===== config.mk =====
export PLATFORM = sky130hd
export DESIGN_NAME = regfile_dumper
export DESIGN_NICKNAME = d
export VERILOG_FILES = /design/src/rtl/regfile_dumper.sv
export SDC_FILE = /design/constraint.sdc
export NUM_CORES = 1
export LEC_CHECK = 0
export BUFFER_PORTS_ARGS = -buffer_cell sky130_fd_sc_hd__buf_2
export CAP_MARGIN = 20
export CORE_AREA = 8 8 87 89
export DETAILED_ROUTE_END_ITERATION = 10
export DIE_AREA = 0 0 95 97
export SLEW_MARGIN = 15
export SYNTH_ARGS = -nofsm -noshare
export SYNTH_HDL_FRONTEND = slang
export SYNTH_SLANG_ARGS = --single-unit

===== constraint.sdc =====
create_clock -name clock -period 4.13 [get_ports clock]
set_input_delay 0.6195 -clock clock [delete_from_list [all_inputs] [get_ports clock]]
set_output_delay 0.6195 -clock clock [all_outputs]
set_load 0.03 [all_outputs]

===== src/rtl/regfile_dumper.sv =====
// regfile_dumper
//   Walks the register file's spare combinational read port from FIRST_REG
//   to LAST_REG and streams each word, tagged with its index, over a
//   valid/ready interface. It never writes the register file.
//
//   Optional feature: define REGFILE_DUMP_CHECKSUM_EN to append one extra
//   beat carrying the XOR of every dumped word. That beat has out_csum=1,
//   out_index=0 and out_last=1. When the macro is undefined, out_last marks
//   the LAST_REG beat and out_csum is tied to 0.
//
// Ports
//   clock      in   system clock, posedge
//   reset      in   synchronous, active-low
//   start      in   begin a dump (sampled only when idle)
//   busy       out  high whenever a dump is in progress
//   done       out  one-cycle pulse when the dump completes
//   rd_addr    out  register file read address
//   rd_data    in   register file read data (same-cycle, combinational)
//   out_valid  out  beat valid
//   out_ready  in   consumer accepts the beat
//   out_data   out  register word or checksum
//   out_index  out  register index (0 on the checksum beat)
//   out_last   out  final beat of the stream
//   out_csum   out  beat carries the checksum
module regfile_dumper #(
  parameter int unsigned FIRST_REG = 0,
  parameter int unsigned LAST_REG  = 31
) (
  input  logic        clock,
  input  logic        reset,
  input  logic        start,
  output logic        busy,
  output logic        done,
  output logic [4:0]  rd_addr,
  input  logic [31:0] rd_data,
  output logic        out_valid,
  input  logic        out_ready,
  output logic [31:0] out_data,
  output logic [4:0]  out_index,
  output logic        out_last,
  output logic        out_csum
);

  typedef enum logic [2:0] {
    S_IDLE,
    S_FETCH,
    S_SEND,
    S_CSUM,
    S_DONE
  } state_t;

  localparam logic [4:0] C_FIRST = 5'(FIRST_REG);
  localparam logic [4:0] C_LAST  = 5'(LAST_REG);

  state_t      r_state;
  state_t      w_next;
  logic [4:0]  r_idx;
  logic [31:0] r_data;
  logic [4:0]  r_index;
  logic        r_last;
  logic        w_at_last;

`ifdef REGFILE_DUMP_CHECKSUM_EN
  logic [31:0] r_acc;
  logic        r_csum;
`endif

  assign w_at_last = (r_idx == C_LAST);

  // r_idx is parked at FIRST_REG whenever the block is idle, so it can drive
  // rd_addr directly and remains stable through SEND.
  assign rd_addr   = r_idx;
  assign out_data  = r_data;
  assign out_index = r_index;
  assign out_last  = r_last;
`ifdef REGFILE_DUMP_CHECKSUM_EN
  assign out_csum  = r_csum;
`else
  assign out_csum  = 1'b0;
`endif

  always_comb begin
    w_next    = r_state;
    busy      = (r_state != S_IDLE);
    done      = 1'b0;
    out_valid = 1'b0;
    case (r_state)
      S_IDLE:  if (start) w_next = S_FETCH;
      S_FETCH: w_next = S_SEND;
      S_SEND: begin
        out_valid = 1'b1;
        if (out_ready) begin
          if (!w_at_last) begin
            w_next = S_FETCH;
          end else begin
`ifdef REGFILE_DUMP_CHECKSUM_EN
            w_next = S_CSUM;
`else
            w_next = S_DONE;
`endif
          end
        end
      end
      S_CSUM: begin
        out_valid = 1'b1;
        if (out_ready) w_next = S_DONE;
      end
      S_DONE: begin
        done   = 1'b1;
        w_next = S_IDLE;
      end
      default: w_next = S_IDLE;
    endcase
  end

  always_ff @(posedge clock) begin
    if (!reset) begin
      r_state <= S_IDLE;
      r_idx   <= C_FIRST;
      r_data  <= '0;
      r_index <= '0;
      r_last  <= 1'b0;
`ifdef REGFILE_DUMP_CHECKSUM_EN
      r_acc   <= '0;
      r_csum  <= 1'b0;
`endif
    end else begin
      r_state <= w_next;
      case (r_state)
        S_IDLE: begin
          if (start) begin
            r_idx <= C_FIRST;
`ifdef REGFILE_DUMP_CHECKSUM_EN
            r_acc <= '0;
`endif
          end
        end
        S_FETCH: begin
          r_data  <= rd_data;
          r_index <= r_idx;
`ifdef REGFILE_DUMP_CHECKSUM_EN
          r_acc   <= r_acc ^ rd_data;
          r_last  <= 1'b0;
          r_csum  <= 1'b0;
`else
          r_last  <= w_at_last;
`endif
        end
        S_SEND: begin
          if (out_ready) begin
            if (!w_at_last) begin
              r_idx <= r_idx + 5'd1;
            end else begin
`ifdef REGFILE_DUMP_CHECKSUM_EN
              // Checksum beat is loaded into the same output registers so
              // the stream fields stay registered on every beat.
              r_data  <= r_acc;
              r_index <= '0;
              r_last  <= 1'b1;
              r_csum  <= 1'b1;
`endif
            end
          end
        end
        S_DONE: r_idx <= C_FIRST;
        default: ;
      endcase
    end
  end

endmodule


-- Yosys cells after proc, flatten, opt, wreduce, memory -nomap -nowiden
Index checks and enable logic that the tools add are counted.
- bits in registers: 46
- latch bits: 0
- RAM bits: 0
- ROM bits: 0
- bits of input ports: 36
- output and inout port bits: 47
- logic and storage cells: 32
- memories kept: 0
- add/sub/neg operators: 1
- multipliers: 0
- divide/modulo/power cells: 0
- $lt $le $gt $ge: 0
- equality and inequality tests: 9
- shift-type cells: 0
- multiplexer cells: 11
- bitwise operators: 0
- reduce and logical (&&, ||, !) cells: 6
- operator list (operator ; number):
    5-bit 2-to-1 mux ; 3
    5-bit one-hot mux with 3 select lines ; 1
    3-bit 2-to-1 mux ; 4
    3-bit one-hot mux with 4 select lines ; 1
    2-bit != test, second input constant ; 4
    3-bit by 2-bit equality test with 1-bit output, second input constant ; 2
    3-bit nonzero test ; 2
    5-bit by 1-bit adder with 5-bit output, second input constant ; 1
    5-bit equality test, second input constant ; 1
    4-bit AND reduction ; 1
    3-bit by 1-bit equality test with 1-bit output, second input constant ; 1
    3-bit equality test, second input constant ; 1
    3-bit logical NOT ; 1
    3-bit AND reduction ; 1
    1-bit 2-to-1 mux ; 2
    2-bit OR reduction ; 1

-- Depth between registers and ports, before layout
- depth after elaboration: 4
- mapped depth: 6

-- Worst setup path before layout
Ideal clock, no wire load.
- path type: register -> register
- from: register r_idx[0] (netlist: rd_addr[0])
- to: register r_idx[1] (netlist: rd_addr[1])
- library setup time: 0.072 ns
- arrival time: 1.778 ns
- setup slack: 2.280 ns
- cell stages (with the launch flop): 7
- path buffers: 0
- clock period less this slack: 1.850 ns
- cells stage by stage: dfxtp_1 > ha_1 > and3_1 > ha_1 > nand4bb_1 > a21oi_1 > mux2i_1
- elaborated cells between the ends (all ways): 7
- RTL lines (what ; line ; source):
    from (decl) ; 57 ; logic [4:0] r_idx;
    from (signal assigned) ; 152 ; r_idx <= r_idx + 5'd1;
    5-bit equality test ; 68 ; assign w_at_last = (r_idx == C_LAST);
    via w_at_last ; 61 ; logic w_at_last;
    2-bit != test (no line) ; -- ;
    4-bit AND reduction (no line) ; -- ;
The timed path passes the listed nets, and every way through them passes these cells. The select of a mux whose other input is x is not followed.
A chain may end at the register's enable or synchronous reset.

-- Final worst setup path
- from: register r_state[1]
- to: output out_valid
- word-level cells in the longest chain between the ends: 3
- elaborated cells between the ends (all ways): 4
- RTL lines (what ; line ; source):
    from (decl) ; 55 ; state_t r_state;
    from (signal assigned) ; 128 ; r_state <= w_next;
    3-bit by 2-bit equality test with 1-bit output ; 87 ; case (r_state)
    2-bit OR reduction (no line) * ; -- ;
    1-bit 2-to-1 mux * ; 87 ;
    to (decl) ; 36 ; output logic out_valid,
Every way passes the cells marked *; elsewhere a longest branch is shown, timed or not.

==> results.toml <==
[timing]
fmax_ghz = 0.5144
rsz0062_at_grt = "no"
maxSlewHeadroom_pct = 56.82
finalHoldWorstSlack_ns = 0.4517
min_period_over_period_pct = 47.07
fin_setup_tns_ns = 0
hold_viol = 0
finalSetupViolCount = 0
worst_slew_pin_slew_ns = 0.6467
period_needed_ns = 1.944
clock_skew_ns = 0.008430
slew_violations = 0

[final_layout]
area_growth_pct = 28.35
drive_gt1_share_pct = 31.19
multi_input_area_sq_um = 767.0
fin_nets = 332
n_antenna_cell = 0
final_area_sq_um = 2300
fillCellCount = 676
seqCellArea_sq_um = 920.9

[global_route]
grt_pass1_vias = 1635
grt_max_degree = 40
gr-total-overflow = 0
antenna_found_initial = 0
grt_usage_pct = 10.26
grt_pass1_wl_um = 7900

[synth]
synth_nets = 259
post-synth-top-count-cell = "nand2_1"
synth_top_area_cell = "dfxtp_1"
synth_edf_count = 0
synth_top_cell_area_share_pct = 51.40
synth-main-ff-cell = "dfxtp_1"
synthTopCellsByCount = "nand2_1 (85), dfxtp_1 (46), a21oi_1 (39)"
ys_top_cells_by_area = "dfxtp_1 (51%), nand2_1 (18%), a21oi_1 (11%)"
seq_area_frac_synth_pct = 51.40
yosys_warnings = 0
synthCells = 221
async_flop_share_pct = 0
syn_area_sq_um = 1792
synth-seq-cells = 46
synth.distinct_cells = 28
syn_area_per_cell_sq_um = 8.107

[pwr]
p_leak_nw = 1.041
cellPowerDensity_nw_per_um2 = 433.4
p_total_mw = 0.9967
peakVddDrop_v = 0.0001871

[floorplan]
rows = 29
core_area_sq_um = 6205
die_h_um = 97
die_w_um = 95
start_util_pct = 28.88
dieArea_sq_um = 9215
ios = 83

[critical_path]
path_class = "reg2out"
rr_endpoint = "rd_addr[4]"
path_max_fanout = 10
rr_worst_depth = 6
reg2reg_slack_ns = 2.20
cp-end-kind = "output port"
cp-start-kind = "flip-flop"
arrival_ns = 1.32
r2r_start = "rd_addr[0]"
required_ns = 3.51

[clock_tree]
post_cts_resized = 0
cts_root_buf = "clkbuf_8"
clockBufferDepth = 2
cts.sinks = 46
clock_latency_ns = 0.29
htree_levels = 2
postCtsHoldBufs = 0
cts_setup_buffers = 0
cts_tree = "done"
numCtsBuffers = 5
path_clk_slew_ns = 0.09

[run]
cap_violations = 0

[hold_path]
hold_path.class = "reg2reg"
min_to = "out_data[4]"
min-delay-start = "out_data[4]"
hold_depth = 2

[routing]
vias_per_cell = 4.489
final_antenna_net_count = 0
drt-initial-drc-count = 35
routed_wl_um = 4696
drt_pre_antenna_iters = 4
drc = 0
wl_per_cell_um = 12.62
vias = 1670

[place]
port_buffers = 81
hpwl_um = 3413
placed_area_sq_um = 2208
gp_congestion = 0.7617

[status]
status = "complete, no violations"
## final cells by class
type	instances	share of cell area, %
Sequential cell	46	40.04
Multi-Input combinational cell	156	33.35
Timing Repair Buffer	82	17.95
Tap cell	77	4.189
Clock buffer	7	3.754
Inverter	3	0.4897
Clock inverter	1	0.2176
## cells by family after synthesis
family                   synth area share, %
AND/OR/NAND/NOR                        24.79
AO/OA/AOI/OAI                          14.39
flip-flops                             51.40
buffers and inverters                  6.145
multiplexers                           1.676
adder cells (fa/ha/maj)                1.396
other                                 0.2093
## through the flow
stage	setup WS, ns	cells	utilization, %
CTS	2.177	372	37.06
global route	2.040	372	37.06
floorplan	2.280	221	-
finish	2.186	372	37.06
detailed placement	2.243	364	35.59
global placement	2.146	364	35.59
## registers in the layout (all words and copies together), names as in the netlist
signal,count
r_state,3
rd_addr,5
out_last,1
out_data,32
out_index,5
## how the worst max path moves through the flow
stage / startpoint / end / slack [ns]
4_1_cts: r_state[1] / out_valid / 2.18
3_3_place_gp: reset / r_state[0] / 2.15
2_1_floorplan: rd_addr[0] / rd_addr[1] / 2.28
5_1_grt: rd_addr[0] / rd_addr[1] / 2.04
3_5_place_dp: rd_addr[0] / rd_addr[3] / 2.24
6_report: r_state[1] / out_valid / 2.19
## cell usage in the layout, fill, tap and decap left out, drive strengths merged, types with 3 or more instances in the layout
cell type / instances
mux2i: 3
nand2: 85
a21oi: 39
inv: 3
nand3: 4
dfxtp: 46
buf: 82
clkbuf: 7
## power by group
group,internal [mW],total (mW),switching (mW)
clock network,0.135,0.277,0.142
logic,0.0688,0.223,0.154
registers,0.475,0.496,0.0210
## routing by layer
metal	part of all wire, %	global-route usage, %	wire length [um]	vias to the layer above
met5	0	0	0	-
met4	0.64	1.803	30	0
met3	9.4	4.173	442	3
met2	44	16.11	2045	60
met1	46	12.87	2177	734
li1	-	-	-	873
## worst max-delay path: stages (launching register included)
cell	delay, ns
dfxtp_1	0.55
nand2b_1	0.16
inv_1	0.12
buf_2	0.21
(Power assumes the default switching activity.)
